### src/rtl/specs_fire_monitor_if.sv
// Bundle between the SPECS checker block, the event consumer, the debug unit
// and the fire monitor. The monitor side uses the slave modport; the
// environment that drives checker levels, pops events and answers halts uses
// the master modport.
interface specs_fire_monitor_if #(
  parameter int STAMP_W = 16
);

  // Checker-side inputs
  logic               enable;
  logic [31:0]        checkers_fired;
  logic [31:0]        ex_pc;
  logic [31:0]        fire_mask;
  logic               halt_en;
  logic               clr_valid;
  logic [31:0]        clr_mask;

  // Event FIFO read port
  logic               evt_valid;
  logic               evt_ready;
  logic [31:0]        evt_pc;
  logic [31:0]        evt_bits;
  logic [STAMP_W-1:0] evt_stamp;

  // Status
  logic [31:0]        sticky;
  logic               first_valid;
  logic [4:0]         first_id;
  logic [7:0]         drop_count;

  // Halt handshake with the debug unit
  logic               halt_req;
  logic               halt_ack;
  logic               resume;
  logic               halted;

  modport slave (
    input  enable, checkers_fired, ex_pc, fire_mask, halt_en,
    input  clr_valid, clr_mask, evt_ready, halt_ack, resume,
    output evt_valid, evt_pc, evt_bits, evt_stamp,
    output sticky, first_valid, first_id, drop_count, halt_req, halted
  );

  modport master (
    output enable, checkers_fired, ex_pc, fire_mask, halt_en,
    output clr_valid, clr_mask, evt_ready, halt_ack, resume,
    input  evt_valid, evt_pc, evt_bits, evt_stamp,
    input  sticky, first_valid, first_id, drop_count, halt_req, halted
  );

endinterface

### src/rtl/specs_fire_monitor.sv
// SPECS fire monitor: turns level checker outputs into rising-edge events,
// logs {pc, bits, stamp} into a first-word-fall-through FIFO, keeps sticky
// status and the first-fired checker ID, and runs the halt-request handshake.
// DEPTH must be a power of two and at least 2 so pointers wrap naturally.
module specs_fire_monitor #(
  parameter int DEPTH   = 8,
  parameter int STAMP_W = 16
) (
  input  logic               clk,
  input  logic               rst,
  specs_fire_monitor_if.slave bus
);

  localparam int PTR_W = $clog2(DEPTH);
  localparam int CNT_W = PTR_W + 1;
  localparam int ENT_W = 32 + 32 + STAMP_W;

  typedef enum logic [1:0] {
    ST_IDLE   = 2'd0,
    ST_REQ    = 2'd1,
    ST_HALTED = 2'd2
  } state_e;

  // Index of the lowest set bit; 0 when the vector is empty.
  function automatic logic [4:0] lowest_idx(input logic [31:0] v);
    logic [4:0] idx;
    idx = 5'd0;
    for (int i = 31; i >= 0; i--) begin
      if (v[i]) begin
        idx = 5'(i);
      end
    end
    return idx;
  endfunction

  // State registers
  logic [31:0]        prev_q,  prev_d;
  logic [STAMP_W-1:0] stamp_q, stamp_d;
  logic [31:0]        sticky_q, sticky_d;
  logic               first_valid_q, first_valid_d;
  logic [4:0]         first_id_q, first_id_d;
  logic [7:0]         drop_q, drop_d;
  logic [PTR_W-1:0]   wr_ptr_q, wr_ptr_d;
  logic [PTR_W-1:0]   rd_ptr_q, rd_ptr_d;
  logic [CNT_W-1:0]   count_q, count_d;
  state_e             state_q, state_d;
  logic               halt_req_q, halt_req_d;
  logic               halted_q, halted_d;
  logic [ENT_W-1:0]   mem_q [DEPTH];

  // Combinational helpers
  logic [31:0]        masked_s;
  logic [31:0]        rise_s;
  logic               event_s;
  logic               evt_valid_s;
  logic               full_s;
  logic               pop_s;
  logic               push_s;
  logic               drop_s;
  logic               clr_first_s;
  logic [31:0]        clr_vec_s;
  logic [ENT_W-1:0]   entry_s;
  logic [ENT_W-1:0]   head_s;

  // Edge detection: only enabled cycles can produce rises or advance prev.
  always_comb begin
    masked_s = bus.checkers_fired & bus.fire_mask;
    rise_s   = 32'd0;
    prev_d   = prev_q;
    stamp_d  = stamp_q;
    if (bus.enable) begin
      rise_s  = masked_s & ~prev_q;
      prev_d  = masked_s;
      stamp_d = stamp_q + STAMP_W'(1);
    end else begin
      rise_s  = 32'd0;
      prev_d  = prev_q;
      stamp_d = stamp_q;
    end
    event_s = (rise_s != 32'd0);
    entry_s = {bus.ex_pc, rise_s, stamp_q};
  end

  // FIFO bookkeeping: a pop in the same cycle frees room for the push.
  always_comb begin
    evt_valid_s = (count_q != CNT_W'(0));
    full_s      = (count_q == CNT_W'(DEPTH));
    pop_s       = evt_valid_s & bus.evt_ready;
    push_s      = event_s & (~full_s | pop_s);
    drop_s      = event_s & full_s & ~pop_s;
    wr_ptr_d    = wr_ptr_q;
    rd_ptr_d    = rd_ptr_q;
    count_d     = count_q;
    drop_d      = drop_q;
    if (push_s) begin
      wr_ptr_d = wr_ptr_q + PTR_W'(1);
    end else begin
      wr_ptr_d = wr_ptr_q;
    end
    if (pop_s) begin
      rd_ptr_d = rd_ptr_q + PTR_W'(1);
    end else begin
      rd_ptr_d = rd_ptr_q;
    end
    case ({push_s, pop_s})
      2'b10:   count_d = count_q + CNT_W'(1);
      2'b01:   count_d = count_q - CNT_W'(1);
      default: count_d = count_q;
    endcase
    if (drop_s && (drop_q != 8'hFF)) begin
      drop_d = drop_q + 8'd1;
    end else begin
      drop_d = drop_q;
    end
  end

  // Sticky status and first-fired capture; a set beats a same-cycle clear.
  always_comb begin
    if (bus.clr_valid) begin
      clr_vec_s = bus.clr_mask;
    end else begin
      clr_vec_s = 32'd0;
    end
    sticky_d      = (sticky_q & ~clr_vec_s) | rise_s;
    clr_first_s   = first_valid_q & bus.clr_valid & bus.clr_mask[first_id_q];
    first_valid_d = first_valid_q;
    first_id_d    = first_id_q;
    if (event_s && (!first_valid_q || clr_first_s)) begin
      first_valid_d = 1'b1;
      first_id_d    = lowest_idx(rise_s);
    end else if (clr_first_s) begin
      first_valid_d = 1'b0;
      first_id_d    = first_id_q;
    end else begin
      first_valid_d = first_valid_q;
      first_id_d    = first_id_q;
    end
  end

  // Halt FSM next state; outputs are registered from the next state.
  always_comb begin
    state_d = state_q;
    case (state_q)
      ST_IDLE: begin
        if (event_s && bus.halt_en) begin
          state_d = ST_REQ;
        end else begin
          state_d = ST_IDLE;
        end
      end
      ST_REQ: begin
        if (bus.halt_ack) begin
          state_d = ST_HALTED;
        end else begin
          state_d = ST_REQ;
        end
      end
      ST_HALTED: begin
        if (bus.resume) begin
          state_d = ST_IDLE;
        end else begin
          state_d = ST_HALTED;
        end
      end
      default: state_d = ST_IDLE;
    endcase
    halt_req_d = (state_d == ST_REQ);
    halted_d   = (state_d == ST_HALTED);
  end

  // Control and status registers with synchronous active-low reset.
  always_ff @(posedge clk) begin
    if (!rst) begin
      prev_q        <= 32'd0;
      stamp_q       <= '0;
      sticky_q      <= 32'd0;
      first_valid_q <= 1'b0;
      first_id_q    <= 5'd0;
      drop_q        <= 8'd0;
      wr_ptr_q      <= '0;
      rd_ptr_q      <= '0;
      count_q       <= '0;
      state_q       <= ST_IDLE;
      halt_req_q    <= 1'b0;
      halted_q      <= 1'b0;
    end else begin
      prev_q        <= prev_d;
      stamp_q       <= stamp_d;
      sticky_q      <= sticky_d;
      first_valid_q <= first_valid_d;
      first_id_q    <= first_id_d;
      drop_q        <= drop_d;
      wr_ptr_q      <= wr_ptr_d;
      rd_ptr_q      <= rd_ptr_d;
      count_q       <= count_d;
      state_q       <= state_d;
      halt_req_q    <= halt_req_d;
      halted_q      <= halted_d;
    end
  end

  // Event storage; contents are don't-care while the slot is not occupied.
  always_ff @(posedge clk) begin
    if (rst && push_s) begin
      mem_q[wr_ptr_q] <= entry_s;
    end
  end

  // Head of the FIFO, forced to zero when empty so reset clears the outputs.
  always_comb begin
    head_s = '0;
    if (evt_valid_s) begin
      head_s = mem_q[rd_ptr_q];
    end else begin
      head_s = '0;
    end
  end

  assign bus.evt_valid   = evt_valid_s;
  assign bus.evt_pc      = head_s[ENT_W-1 -: 32];
  assign bus.evt_bits    = head_s[STAMP_W +: 32];
  assign bus.evt_stamp   = head_s[STAMP_W-1:0];
  assign bus.sticky      = sticky_q;
  assign bus.first_valid = first_valid_q;
  assign bus.first_id    = first_id_q;
  assign bus.drop_count  = drop_q;
  assign bus.halt_req    = halt_req_q;
  assign bus.halted      = halted_q;

endmodule

### src/flat_wrapper.sv
// flat-port wrapper written by rule: the top's interface ports become plain ports
module specs_fire_monitor_flat 
#(
  parameter int DEPTH   = 8,
  parameter int STAMP_W = 16
)
  (clk, rst, bus_enable, bus_checkers_fired, bus_ex_pc, bus_fire_mask, bus_halt_en, bus_clr_valid, bus_clr_mask, bus_evt_ready, bus_halt_ack, bus_resume, bus_evt_valid, bus_evt_pc, bus_evt_bits, bus_evt_stamp, bus_sticky, bus_first_valid, bus_first_id, bus_drop_count, bus_halt_req, bus_halted);
  specs_fire_monitor_if #(.STAMP_W(STAMP_W)) bus_i ();
  input  logic clk;
  input  logic rst;
  input wire logic [$bits(bus_i.enable)-1:0] bus_enable;
  input wire logic [$bits(bus_i.checkers_fired)-1:0] bus_checkers_fired;
  input wire logic [$bits(bus_i.ex_pc)-1:0] bus_ex_pc;
  input wire logic [$bits(bus_i.fire_mask)-1:0] bus_fire_mask;
  input wire logic [$bits(bus_i.halt_en)-1:0] bus_halt_en;
  input wire logic [$bits(bus_i.clr_valid)-1:0] bus_clr_valid;
  input wire logic [$bits(bus_i.clr_mask)-1:0] bus_clr_mask;
  input wire logic [$bits(bus_i.evt_ready)-1:0] bus_evt_ready;
  input wire logic [$bits(bus_i.halt_ack)-1:0] bus_halt_ack;
  input wire logic [$bits(bus_i.resume)-1:0] bus_resume;
  output wire logic [$bits(bus_i.evt_valid)-1:0] bus_evt_valid;
  output wire logic [$bits(bus_i.evt_pc)-1:0] bus_evt_pc;
  output wire logic [$bits(bus_i.evt_bits)-1:0] bus_evt_bits;
  output wire logic [$bits(bus_i.evt_stamp)-1:0] bus_evt_stamp;
  output wire logic [$bits(bus_i.sticky)-1:0] bus_sticky;
  output wire logic [$bits(bus_i.first_valid)-1:0] bus_first_valid;
  output wire logic [$bits(bus_i.first_id)-1:0] bus_first_id;
  output wire logic [$bits(bus_i.drop_count)-1:0] bus_drop_count;
  output wire logic [$bits(bus_i.halt_req)-1:0] bus_halt_req;
  output wire logic [$bits(bus_i.halted)-1:0] bus_halted;
  assign bus_i.enable = bus_enable;
  assign bus_i.checkers_fired = bus_checkers_fired;
  assign bus_i.ex_pc = bus_ex_pc;
  assign bus_i.fire_mask = bus_fire_mask;
  assign bus_i.halt_en = bus_halt_en;
  assign bus_i.clr_valid = bus_clr_valid;
  assign bus_i.clr_mask = bus_clr_mask;
  assign bus_i.evt_ready = bus_evt_ready;
  assign bus_i.halt_ack = bus_halt_ack;
  assign bus_i.resume = bus_resume;
  assign bus_evt_valid = bus_i.evt_valid;
  assign bus_evt_pc = bus_i.evt_pc;
  assign bus_evt_bits = bus_i.evt_bits;
  assign bus_evt_stamp = bus_i.evt_stamp;
  assign bus_sticky = bus_i.sticky;
  assign bus_first_valid = bus_i.first_valid;
  assign bus_first_id = bus_i.first_id;
  assign bus_drop_count = bus_i.drop_count;
  assign bus_halt_req = bus_i.halt_req;
  assign bus_halted = bus_i.halted;
  specs_fire_monitor #(.DEPTH(DEPTH), .STAMP_W(STAMP_W)) u_core (.clk(clk), .rst(rst), .bus(bus_i));
endmodule
### config.mk
export PLATFORM = sky130hd
export DESIGN_NAME = specs_fire_monitor_flat
export DESIGN_NICKNAME = d
export VERILOG_FILES = /design/src/rtl/specs_fire_monitor_if.sv /design/src/rtl/specs_fire_monitor.sv /design/src/flat_wrapper.sv
export SDC_FILE = /design/constraint.sdc
export NUM_CORES = 1
export LEC_CHECK = 0
export CELL_PAD_IN_SITES_DETAIL_PLACEMENT = 1
export CELL_PAD_IN_SITES_GLOBAL_PLACEMENT = 2
export CORE_MARGIN = 2
export CORE_UTILIZATION = 30
export CTS_CLUSTER_SIZE = 28
export DETAILED_ROUTE_END_ITERATION = 7
export GPL_TIMING_DRIVEN = 0
export PLACE_DENSITY_LB_ADDON = 0.12
export SLEW_MARGIN = 15
export SYNTH_ARGS = -nofsm -noshare
export SYNTH_HDL_FRONTEND = slang
export SYNTH_SLANG_ARGS = --single-unit
export TNS_END_PERCENT = 50
### constraint.sdc
create_clock -name clk -period 36.1 [get_ports clk]
set_input_delay 7.22 -clock clk [delete_from_list [all_inputs] [get_ports clk]]
set_output_delay 7.22 -clock clk [all_outputs]
set_load 0.05 [all_outputs]
* Word-level counts from Yosys, hierarchy flattened
Memory sizes are Yosys's and may differ from the RTL's. A register that Yosys moved wholly into a read port is not among the register bits.
Cells that the tools add are included.
** Storage, ports and cells
- Register bits :: 108
- Bits in writable memories :: 640
- Output and inout port bits :: 129
- Word-level logic and storage cells :: 102
- Memories kept :: 1
** Memories
- u_core.mem_q :: depth 8, bits a word 80, rd ports 1, clocked after memory_dff 1, write ports 1, RTL line specs_fire_monitor.sv:49 : logic [ENT_W-1:0] mem_q [DEPTH];
** Cells by class
- Add/sub/neg operators :: 6
- Magnitude comparators :: 1
- Equal/unequal tests :: 8
- Mux-type cells :: 48
- Bitwise logic cells :: 15
- Reductions and logical operators :: 11
** Operators with widths (count)
- 2-to-1 mux 5 bit :: 32
- AND 32 bit :: 3
- 2-to-1 mux 80 bit :: 1
- 2-to-1 mux 32 bit :: 2
- NOT 32 bit :: 2
- OR 32 bit :: 1
- nonzero test 32 bit :: 1
- adder 16 x 1 -> 16 bit (second input constant) :: 1
- adder 8 x 1 -> 8 bit (second input constant) :: 1
- inequality test 8 bit (second input constant) :: 1
- case mux 4 bit (2 select lines) :: 1
- adder 3 x 1 -> 3 bit (second input constant) :: 2
- AND 1 bit :: 6
- equality test 2 x 1 -> 1 bit (second input constant) :: 3
- equality test 2 bit (second input constant) :: 3
- less-than comparator 5 x 6 -> 1 bit (second input constant) :: 1
- 2-to-1 mux 1 bit :: 6
- 2-to-1 mux 3 bit :: 2
- case mux 2 bit (3 select lines) :: 1
- binary-select mux 1 bit (select 5 bit) :: 1
- adder 4 x 1 -> 4 bit (second input constant) :: 1
- equality test 4 bit (second input constant) :: 1
- logical AND 1 bit :: 4
- 2-to-1 mux 2 bit :: 2
- other kinds (8) :: 10

* Logic depth before layout (Yosys ltp)
- Word-level depth :: 35
- Gate-level depth with buffers :: 16
- Gate-level depth less buffers :: 13

* Least setup slack after synthesis
Ideal clock, no wire load.
- Kind :: input port to flip-flop
- From :: input port bus_enable
- To :: memory u_core.mem_q[0][0] in the netlist's numbering (enable)
- Setup time :: 715 ps
- Arrival time :: 16325 ps
- Data required time :: 35385 ps
- Path slack :: 19060 ps
- Stages :: 10
- Path buffers :: 4
- Path through :: buf_6 buf_2 and4b_1 clkbuf_1 nor4_1 nor4bb_1 buf_2 a21boi_2 inv_1 nor4_1
** Between the ends
- Longest elaborated chain between the ends :: 6
** RTL lines
- start: declaration :: RTL line flat_wrapper.sv:11 : input wire logic [$bits(bus_i.enable)-1:0] bus_enable;
- 2-to-1 mux 32 bit :: RTL line specs_fire_monitor.sv:71 : if (bus.enable) begin
- net u_core.rise_s[7] :: RTL line specs_fire_monitor.sv:53 : logic [31:0] rise_s;
- nonzero test 32 bit :: RTL line specs_fire_monitor.sv:80 : event_s = (rise_s != 32'd0);
- AND 1 bit :: RTL line specs_fire_monitor.sv:89 : push_s = event_s & (~full_s | pop_s);
- logical AND 1 bit :: RTL line specs_fire_monitor.sv:204 : if (rst && push_s) begin
- 2-to-1 mux 1 bit :: RTL line specs_fire_monitor.sv:204
- 2-to-1 mux 1 bit (not written as such) :: RTL line specs_fire_monitor.sv:205 : mem_q[wr_ptr_q] <= entry_s;
- end: declaration :: RTL line specs_fire_monitor.sv:49
The timed path passes the listed nets, and every way through them passes these cells.

==> metrics.cfg <==
[run_status]
status = completed

[cells_and_area]
drive_above_1_share_pct = 19.5
stdcell_count = 3473
n_fill_cell = 9750
final_nets = 2255
regArea_um2 = 21400
multi_input_area_um2 = 7680
area_growth_syn_to_layout_pct = 27.2

[setup_path]
criticalPathCategory = reg -> out
crit_fanout = 10
start_kind = register
timing.rr.start = u_core.prev_q[1]
critPathRequiredTime_ps = 28880
cp.arrival_ps = 4810
endpoint_kind = primary output

[floorplan]
dieHeight_um = 318
dieArea_um2 = 101000
start_util_pct = 30.2
die_w_um = 318
boundaryPins = 265
placementRows = 115
core-area_um2 = 98000

[drt]
vias_per_cell = 4.82
vias = 16800
drtIter0Drc = 926
firstDrtPassIters = 5
wire_per_inst_um = 25.2
wl_um = 87600
antenna_left = 0
drc = 0

[timing]
tightest_slew_ps = 1080
fin_crit_ps = 12040
min_period_over_period_pct = 33.3
setup_viol = 0
fin_setup_tns_ps = 0
slew_viol_final = 0
finalClockSkew_ps = 18.8
relSlewSlack_pct = 27.7
rsz0062_at_grt = no
hold_violations = 0
max_freq_mhz = 83.1

[yosys]
synth_area_leaders = edfxtp_1 65%, mux4_2 13%, dfxtp_1 7.5%
synthFlopType = edfxtp_1
syn_nets = 1801
yosys.area.top_type = edfxtp_1
netlist_area_um2 = 29600
syn_inst = 1657
ys_seq_elements = 751
synth_top_area_share_pct = 65.0
ys_seq_area_share_pct = 72.5
synth_edf_count = 640
yosysWarnings = 0
synth.avg_cell_area_um2 = 17.8
synth.distinct_cells = 56
async_reset_ff_share_pct = 0

[hold_path]
holdCritPathClass = reg -> reg
min_from = u_core.prev_q[29]

[clock_tree]
cts_tree = built
postCtsHoldBufs = 0
ctsResizeCount = 0
clock_sinks = 751
clkTransAtPathRegs_ps = 60
htree_levels = 3
cts_buffers = 87
root_buffer = clkbuf_16
clk_latency_ps = 630
cts_setup_buffers = 0
clock_path_buffers = 3

[job]
maxCapViolations = 0

[pwr]
power_density_nw_per_um2 = 67.7
leakagePower_nw = 12.2
total_power_mw = 2.55
vdd_drop_max_mv = 0.0362

[place]
hpwlAfterDp_um = 62900
numPlacedInstances = 3308
gp_congestion = 0.757
port_buffers = 262

[grt]
grt_max_degree = 21
grt_pass1_wl_um = 129000
grtUsageTotal_pct = 17.5
antenna_found_initial = 6
grt_overflow = 0
grt_pass1_vias = 18600

## path summary, 6_finish.rpt
path                         end  slack (ps)  cells past startpoint
max                bus_evt_pc[1]       24070                      7
min            u_core.prev_q[29]         470                      2
max reg2reg  u_core.mem_q[4][71]       31460                     15
min reg2reg    u_core.prev_q[29]         470                      2
## cell families after synthesis
| family | Yosys count | synth area share [%] |
|---|---|---|
| compound gates | 115 | 2.37 |
| xor+xnor | 22 | 0.652 |
| mux | 261 | 16.0 |
| simple gates | 375 | 6.46 |
| buf+inv | 125 | 1.66 |
| flops | 751 | 72.5 |
| fa+ha+maj | 8 | 0.364 |
## synthesized netlist by cell type (3+ instances only)
cell	instances
nand3_1	40
edfxtp_1	640
nand4b_1	22
clkbuf_1	62
buf_2	5
nand2b_1	38
nor2_1	148
nand2_1	61
ha_1	7
a2111oi_0	3
xor2_1	15
buf_1	26
and4b_1	9
nor3_1	11
and4_1	3
a21oi_1	79
inv_1	30
nor2b_1	3
and3_1	3
nor4_1	7
mux4_2	168
nand3b_1	4
or3_1	3
nand4_1	11
o21ai_0	3
dfxtp_1	111
o211ai_1	6
mux2i_1	91
xnor2_1	7
a211oi_1	3
## critical path, stage by stage (launching register included)
cell             delay [ps]
dfxtp_1                 320
clkbuf_1                450
clkbuf_1                720
buf_1                   800
mux4_2                  600
mux2i_1                 350
nor2_1                  100
clkdlybuf4s50_1         840
## state kept, by name, indices dropped and copies added, names as in the netlist, named ones only
signal / cells
u_core.state_q: 2
u_core.bus.halted: 1
u_core.mem_q: 640
u_core.wr_ptr_q: 3
u_core.bus.sticky: 32
u_core.bus.first_id: 5
u_core.bus.drop_count: 8
u_core.bus.halt_req: 1
u_core.count_q: 4
u_core.stamp_q: 16
u_core.prev_q: 32
u_core.bus.first_valid: 1
u_core.rd_ptr_q: 3
## area by class of cell
type / instances / share of cell area, %
Inverter: 30 / 0.299
Tap cell: 1287 / 4.28
Timing Repair Buffer: 365 / 9.47
Antenna cell: 3 / 0.0200
Sequential cell: 751 / 57.0
Clock buffer: 106 / 6.06
Multi-Input combinational cell: 781 / 20.4
Buffer: 95 / 1.01
Clock inverter: 55 / 1.42
## routing by layer
metal | vias up | share of wire (%) | routed length (um) | global-route usage [%]
met4 | 8 | 2.2 | 1930 | 4.79
li1 | 7479 | - | - | -
met3 | 111 | 4.7 | 4120 | 3.64
met1 | 8778 | 44 | 38600 | 22.7
met2 | 377 | 49 | 42900 | 29.6
met5 | - | 0.059 | 52 | 0
## power breakdown
group	switching [mW]	internal [mW]	leakage [nW]
Clock	0.359	0.502	1.38
Sequential	0.0123	0.975	6.73
Combinational	0.435	0.264	4.05
## placed cells by master, fill, tap and decap left out, types with 38 or more instances in the layout
cell / count
mux4_2: 168
clkbuf_1: 77
a21oi_1: 79
nand2b_1: 38
nand2_1: 61
nor2_1: 146
nand3_1: 40
clkbuf_16: 87
mux2i_1: 91
dfxtp_1: 111
clkdlybuf4s50_1: 262
buf_4: 60
edfxtp_1: 640
## through the flow
stage	setup WS [ps]	hold slack [ps]	instance area (um2)	utilization [%]
2_1_floorplan	19060	445	29600	-
3_3_place_gp	7240	452	33800	34.5
3_5_place_dp	23520	456	34800	35.5
4_1_cts	23780	469	37600	38.4
5_1_grt	23730	490	37600	38.4
6_report	24070	468	37600	38.4
No activity file was read; power rests on OpenSTA's default activity.
